==> config.mk <==
export PLATFORM = sky130hd
export DESIGN_NAME = writeback_select_unit
export DESIGN_NICKNAME = d
export VERILOG_FILES = /design/src/rtl/writeback_select_unit.sv
export SDC_FILE = /design/constraint.sdc
export NUM_CORES = 1
export LEC_CHECK = 0
export CORE_ASPECT_RATIO = 1.25
export CORE_MARGIN = 2
export CORE_UTILIZATION = 45
export CTS_BUF_LIST = sky130_fd_sc_hd__clkbuf_16
export CTS_CLUSTER_SIZE = 25
export DETAILED_ROUTE_END_ITERATION = 6
export PLACE_DENSITY_LB_ADDON = 0.25
export SLEW_MARGIN = 20
export SYNTH_ARGS = -nofsm -noshare
export SYNTH_HDL_FRONTEND = slang
export SYNTH_SLANG_ARGS = --single-unit
==> constraint.sdc <==
create_clock -name clk -period 4.99 [get_ports clk]
set_clock_uncertainty 0.15 [all_clocks]
set_input_delay 0.998 -clock clk [delete_from_list [all_inputs] [get_ports clk]]
set_output_delay 0.998 -clock clk [all_outputs]
set_load 0.02 [all_outputs]
==> src/rtl/writeback_select_unit.sv <==
// writeback_select_unit: registered write-back mux with a valid handshake and timeout for slow sources
module writeback_select_unit #(
  parameter int DATA_W = 32,
  parameter int N_SRC = 5,
  parameter int SEL_W = 3,
  parameter int PC_SRC = 2,
  parameter int PC_INC = 1,
  parameter logic [N_SRC-1:0] SLOW_MASK = 5'b11000,
  parameter int TIMEOUT = 255
) (
  input  logic                    clk,
  input  logic                    rst_n,
  input  logic                    wb_req,
  input  logic [SEL_W-1:0]        wb_sel,
  input  logic [4:0]              wb_addr,
  input  logic [N_SRC*DATA_W-1:0] src_data,
  input  logic [N_SRC-1:0]        src_valid,
  input  logic [DATA_W-1:0]       pc_current,
  output logic                    stall,
  output logic                    rf_we,
  output logic [4:0]              rf_addr,
  output logic [DATA_W-1:0]       rf_data,
  output logic                    sel_err,
  output logic                    timeout_err
);
  typedef enum logic {IDLE, WAIT} state_t;
  state_t state, state_nx;
  logic [SEL_W-1:0] es, es_q, cur;
  logic [4:0] addr_q;
  logic [DATA_W-1:0] pc_q, pc_use, data;
  logic [15:0] cnt;
  logic bad_sel, vld, slow, tmo, commit;
  // pick the active source (live request or the pending one) and decide stall/commit/next state
  always_comb begin
    bad_sel = {1'b0, wb_sel} >= (SEL_W+1)'(N_SRC);
    es = bad_sel ? SEL_W'(N_SRC-1) : wb_sel;
    cur = (state == WAIT) ? es_q : es;
    vld = src_valid[cur];
    slow = SLOW_MASK[cur];
    pc_use = (state == WAIT) ? pc_q : pc_current;
    data = (cur == SEL_W'(PC_SRC)) ? pc_use + DATA_W'(PC_INC) : src_data[int'(cur)*DATA_W +: DATA_W];
    stall = rst_n && ((state == WAIT) ? !vld : (wb_req && slow && !vld));
    tmo = (state == WAIT) && !vld && (cnt == 16'(TIMEOUT));
    commit = (state == WAIT) ? (vld || tmo) : (wb_req && !(slow && !vld));
    state_nx = (state == WAIT) ? (commit ? IDLE : WAIT) : ((wb_req && slow && !vld) ? WAIT : IDLE);
  end
  // state, pending-request capture, wait counter and registered write port
  always_ff @(posedge clk or negedge rst_n) begin
    if (!rst_n) begin
      state <= IDLE;
      cnt <= '0;
      es_q <= '0;
      addr_q <= '0;
      pc_q <= '0;
      rf_we <= 1'b0;
      rf_addr <= '0;
      rf_data <= '0;
      sel_err <= 1'b0;
      timeout_err <= 1'b0;
    end else begin
      state <= state_nx;
      rf_we <= commit;
      sel_err <= (state == IDLE) && wb_req && bad_sel;
      if (commit) begin
        rf_addr <= (state == WAIT) ? addr_q : wb_addr;
        rf_data <= tmo ? '0 : data;
      end
      if (tmo) timeout_err <= 1'b1;
      if (state == IDLE) begin
        es_q <= es;
        addr_q <= wb_addr;
        pc_q <= pc_current;
        cnt <= '0;
      end else if (!vld) begin
        cnt <= cnt + 16'd1;
      end
    end
  end
endmodule
# Word-level counts from Yosys, hierarchy flattened

Memory sizes are Yosys's and may differ from the RTL's.
Index checks and enable logic that the tools add are counted.

$add $sub $neg: 2
$lt $le $gt $ge: 2
Equal/unequal tests: 3
Shifts and indexed selects: 1
Multiplexer cells: 16
Bitwise operators: 1
Reductions and logical operators: 12

Operators with widths:

| kind                    | number |
|---|---|
| $shiftx A160 B9 Y32     | 1 |
| $mux W32                | 3 |
| $add A32 B1 Y32 const B | 1 |
| $mux W16                | 2 |
| $add A16 B1 Y16 const B | 1 |
| $eq A16 B8 Y1 const B   | 1 |
| $logic_and A1 B1 Y1     | 9 |
| $mux W1                 | 7 |
| $mux W3                 | 2 |
| $mux W5                 | 1 |
| $lt A3 B4 Y1 const B    | 1 |
| $bmux W1 S3             | 1 |
| $eq A3 B2 Y1 const B    | 1 |
| $ge A3 B3 Y1 const B    | 1 |
| $logic_not A1 Y1        | 2 |
| $ne A2 B2 Y1 const B    | 1 |
| $logic_or A1 B1 Y1      | 1 |
| $not A1 Y1              | 1 |

Flip-flop bits (word level): 97
Memory bits (read-only): 8
Input port bits: 208
Output and inout port bits: 41
Memories kept: 1

Memories:

| memory           | words | width | rd ports | clocked after Yosys merged registers in | wr ports | line | text |
|---|---|---|---|---|---|---|---|
| (name not given) | 8     | 1     | 1        | 0                                       | 0        | 39   | `slow = SLOW_MASK[cur];` |

# Logic depth before layout (Yosys ltp)

Word-level depth: 12
Depth in mapped cells: 15
Mapped depth without buffers: 7

# Worst setup path before layout

No wires, ideal clock.

Path kind: input port to output port
From: input wb_sel[2]
To: output stall
Arrival time: 2962 ps
Data required time: 3842 ps
Slack: 880 ps
Cell stages on the path: 8
Cell sequence: or3b_1 > and2_1 > buf_6 > and3_4 > buf_6 > or3_1 > buf_2 > nor3b_1

Word-level cells in the longest chain between the ends: 9
Elaborated cells on any way between the ends: 12

RTL lines:

| item                                                           | line   | text |
|---|---|---|
| start: declaration                                             | 14     | `input logic [SEL_W-1:0] wb_sel,` |
| $ge A3 B3 Y1                                                   | 35     | `bad_sel = {1'b0, wb_sel} >= (SEL_W+1)'(N_SRC);` |
| $mux W3 (*)                                                    | 36     | `es = bad_sel ? SEL_W'(N_SRC-1) : wb_sel;` |
| $mux W3 (*)                                                    | --     |  |
| $mem_v2 Z8 W1 / $bmux W1 S3 (equally long branches)            | --     |  |
| $mux W1 (on tied branches)                                     | 39, 38 |  |
| $logic_and A1 B1 Y1 / $logic_not A1 Y1 (equally long branches) | --     |  |
| $logic_and A1 B1 Y1                                            | 42     | `stall = rst_n && ((state == WAIT) ? !vld : (wb_req && slow && !vld));` |
| $mux W1 (*)                                                    | 42     |  |
| $logic_and A1 B1 Y1 (*)                                        | 42     |  |
| end: declaration                                               | 19     | `output logic stall,` |

Every way passes the cells marked *; elsewhere a longest branch is shown, timed or not. The select of a mux whose other input is x is not followed.

# Worst setup path after layout

From: input wb_sel[0]
To: output stall

The elaborated chain is that of the path after synthesis.

==> flow_metrics.tcl <==
set metrics [dict create \
    status "completed" \
    avgSynthCellArea_um2 8.91 \
    intPower_w 0.00252 \
    combinationalPowerShare_pct 56.1 \
    ys_warn_count 0 \
    place.gp.congestion 0.970 \
    synth.most_common_cell "dfrtp_1" \
    fillers 1138 \
    layout-drive-gt1-share_pct 10.1 \
    worst_hold_path_type "reg2reg" \
    powerDensity_mw_per_mm2 496 \
    worstPathArrival_ns 3.65 \
    async_flop_share_pct 100 \
    cpMostUsedCell "clkdlybuf4s50_1" \
    synth_top_cells_by_count "97 x dfrtp_1, 84 x nand2_1, 52 x a21oi_1" \
    fin_util_pct 64.7 \
    start_util_pct 45.8 \
    syn_nets 916 \
    swShare_pct 43.0 \
    area_growth_pct 41.5 \
    finalMaxSlewViolations 0 \
    synthCells 706 \
    finalCritPeriodShare_pct 96.2 \
    vias 6667 \
    worstSetupStartpointType "primary input" \
    path_class "in2out" \
    crit_chain "clkdlybuf4s50_1 -> or3b_1 -> and2_1 -> buf_4 -> inv_2 -> a211oi_2 -> or3_1 -> nor3b_1 -> clkdlybuf4s50_1" \
    htree_levels 3 \
    yosysTopAreaCellShare_pct 38.6 \
    cpLargestDelayFamily "buffers and inverters" \
    worst_pin_slew_ns 1.03 \
    numClockSinks 97 \
    synth.distinct_cells 66 \
    slew_headroom_pct 31.2 \
    synth_area_mm2 0.00629 \
    overflow 0 \
    place_inst 1066 \
    ys_seq_area_share_pct 38.6 \
    dieHeight_um 136 \
    finalSetupViolations 0 \
    drtAntennaViolNets 0 \
    ctsResizeCount 0 \
    grt_max_degree 98 \
    ir_drop_uv 381 \
    num_antenna_cells 0 \
    rsz0062_at_grt "no" \
    worst_setup_path_end_kind "output pin" \
    cts_buffers 9 \
    nets 1112 \
    tns_ns 0 \
    post_drt_wl_per_cell_um 21.2 \
    p_sw_w 0.00190 \
    cts_setup_buffers 0 \
    ctsHoldBuffers 0 \
    worst_path_max_delay_cell "clkdlybuf4s50_1" \
    pwr-share-clk_pct 15.6 \
    hold_violations 0 \
    finalPower_w 0.00441 \
    hpwl_mm 17.4 \
    crit_buf_inv 4 \
    cts.reportedPaths.clkPinSlew_ns 0.06 \
    ys.flop_type "dfrtp_1" \
    cts_buffer_depth 2 \
    via_per_inst 6.16 \
    grt_usage_pct 30.8 \
    hold_ws_ns 0.332 \
    crit_required_ns 3.84 \
    path_max_fanout 10 \
    drtIter0Drc 523 \
    wl_mm 23.0 \
    synth.area.top_cells "dfrtp_1 39%, mux2_2 8.1%, nand2_1 5.0%" \
    drv_cap 0 \
    dr.pass1.iters 7 \
    fmax_ghz 0.208 \
    die-area_mm2 0.0150 \
    p_leak_nw 3.47 \
    grt_pass1_vias 6481 \
    synth_area_leader_cell "dfrtp_1" \
    antenna_found_initial 0 \
    row_count 48 \
    grt_pass1_wl_mm 34.9 \
    min_period_ns 4.80 \
    synth_edf_count 0 \
    io-pin-count 249 \
    drc_errors 0 \
    core-area_mm2 0.0138 \
    cts_tree "built" \
    finalNonFillerCells 1082 \
    seqPwrFrac_pct 28.3 \
    port_buffers 219 \
    die_x_um 110 \
    clkLatencyLatePin_ns 0.35 \
    critPathMaxStageDelay_ns 0.63 \
    cts_root_buf "clkbuf_16" \
    ys_ff_latch 97 \
]
==> tightest hold or removal path: cells and delay by family, from the launching register on <==
kind,cells,cell delay (ns)
DFF,1,0.34
AOI/OAI and AO/OA,1,0.06
and+or+nand+nor,1,0.05
==> power by group through the flow <==
stage	registers [W]	clock network [W]	logic, W
after CTS	0.00124	0.000699	0.00246
after detailed placement	0.00126	0	0.00244
final	0.00125	0.000687	0.00248
after global placement	0.00124	0	0.00239
after global routing	0.00128	0.000726	0.00265
after floorplan	0.00136	0	0.00141
==> cells by family (layout without fill, tap and decap cells) <==
kind of cell    after synthesis  count (layout)  share of synthesized area [%]
mux                          72              72                           12.5
compound gates              205             205                           21.0
fa+ha+maj                     2               2                          0.398
xor+xnor                     24              24                           3.34
simple gates                242             242                           19.5
buf+inv                      64             265                           4.59
flops                        97              97                           38.6
==> through the flow <==
stage / setup WS (ns) / cell area (µm²)
after global placement: 0.234 / 8610
final: 0.190 / 8900
after detailed placement: 0.216 / 8610
after CTS: 0.201 / 8900
after floorplan: 0.880 / 6290
after global routing: 0.0922 / 8900
==> cells in the final DEF, fill, tap and decap left out, drive strengths merged, types with 4 or more instances in the layout <==
| cell | synthesis | layout |
|---|---|---|
| nand2 | 84 | 84 |
| o31ai | 8 | 8 |
| a21o | 6 | 6 |
| mux2i | 26 | 26 |
| nor2 | 38 | 38 |
| mux2 | 45 | 45 |
| and4 | 4 | 4 |
| nand2b | 4 | 4 |
| nand3b | 8 | 8 |
| nor4 | 7 | 7 |
| and2 | 5 | 5 |
| a22o | 4 | 4 |
| buf | 29 | 22 |
| clkbuf | 26 | 9 |
| inv | 9 | 10 |
| a31oi | 5 | 5 |
| a32o | 7 | 7 |
| dfrtp | 97 | 97 |
| clkinv | 0 | 4 |
| a221oi | 5 | 5 |
| a211oi | 15 | 15 |
| nand4b | 7 | 7 |
| o21ai | 47 | 47 |
| clkdlybuf4s50 | 0 | 218 |
| xor2 | 5 | 5 |
| xnor2 | 19 | 19 |
| nor3 | 13 | 13 |
| a21oi | 53 | 53 |
| and3 | 8 | 8 |
| o22ai | 21 | 21 |
| or3 | 7 | 7 |
| a22oi | 10 | 10 |
| nand3 | 26 | 26 |
| nand4 | 16 | 16 |
==> worst paths after layout <==
path | start | to | slack, ns | cells past startpoint
max in group asynchronous | rst_n | rf_data[31] | 2.88 | 3
worst min-delay path | rf_data[17] | rf_data[17] | 0.33 | 2
worst max register to register | state | rf_data[31] | 1.19 | 8
worst min register to register | rf_data[17] | rf_data[17] | 0.33 | 2
worst max-delay path | wb_sel[0] | stall | 0.19 | 9
min in group asynchronous | rst_n | rf_addr[0] | 0.71 | 2
==> metal layers <==
metal  vias to the layer above  wire length [µm]  global-route usage (%)
li1                       3025                 -                       -
met1                      3223              8660                    38.8
met2                       362             11600                    52.4
met3                        57              1860                    4.46
met4                         0               871                    12.6
met5                         -                 0                       0
==> cell type report <==
type	instances	area, µm²	area share, %
timing repair buffer	240	2350	26.4
tap	175	219	2.46
inverter	9	33.8	0.379
clock inverter	7	62.6	0.703
sequential	97	2430	27.3
clock buffer	9	225	2.53
multi-input combinational	545	3580	40.3
==> state kept, by name, summed over array words and instances (netlist names), 3 cells and up <==
register / flops
rf_addr: 5
pc_q: 32
es_q: 3
cnt: 16
addr_q: 5
rf_data: 32
Note: power is estimated with default switching activity, not from simulation.
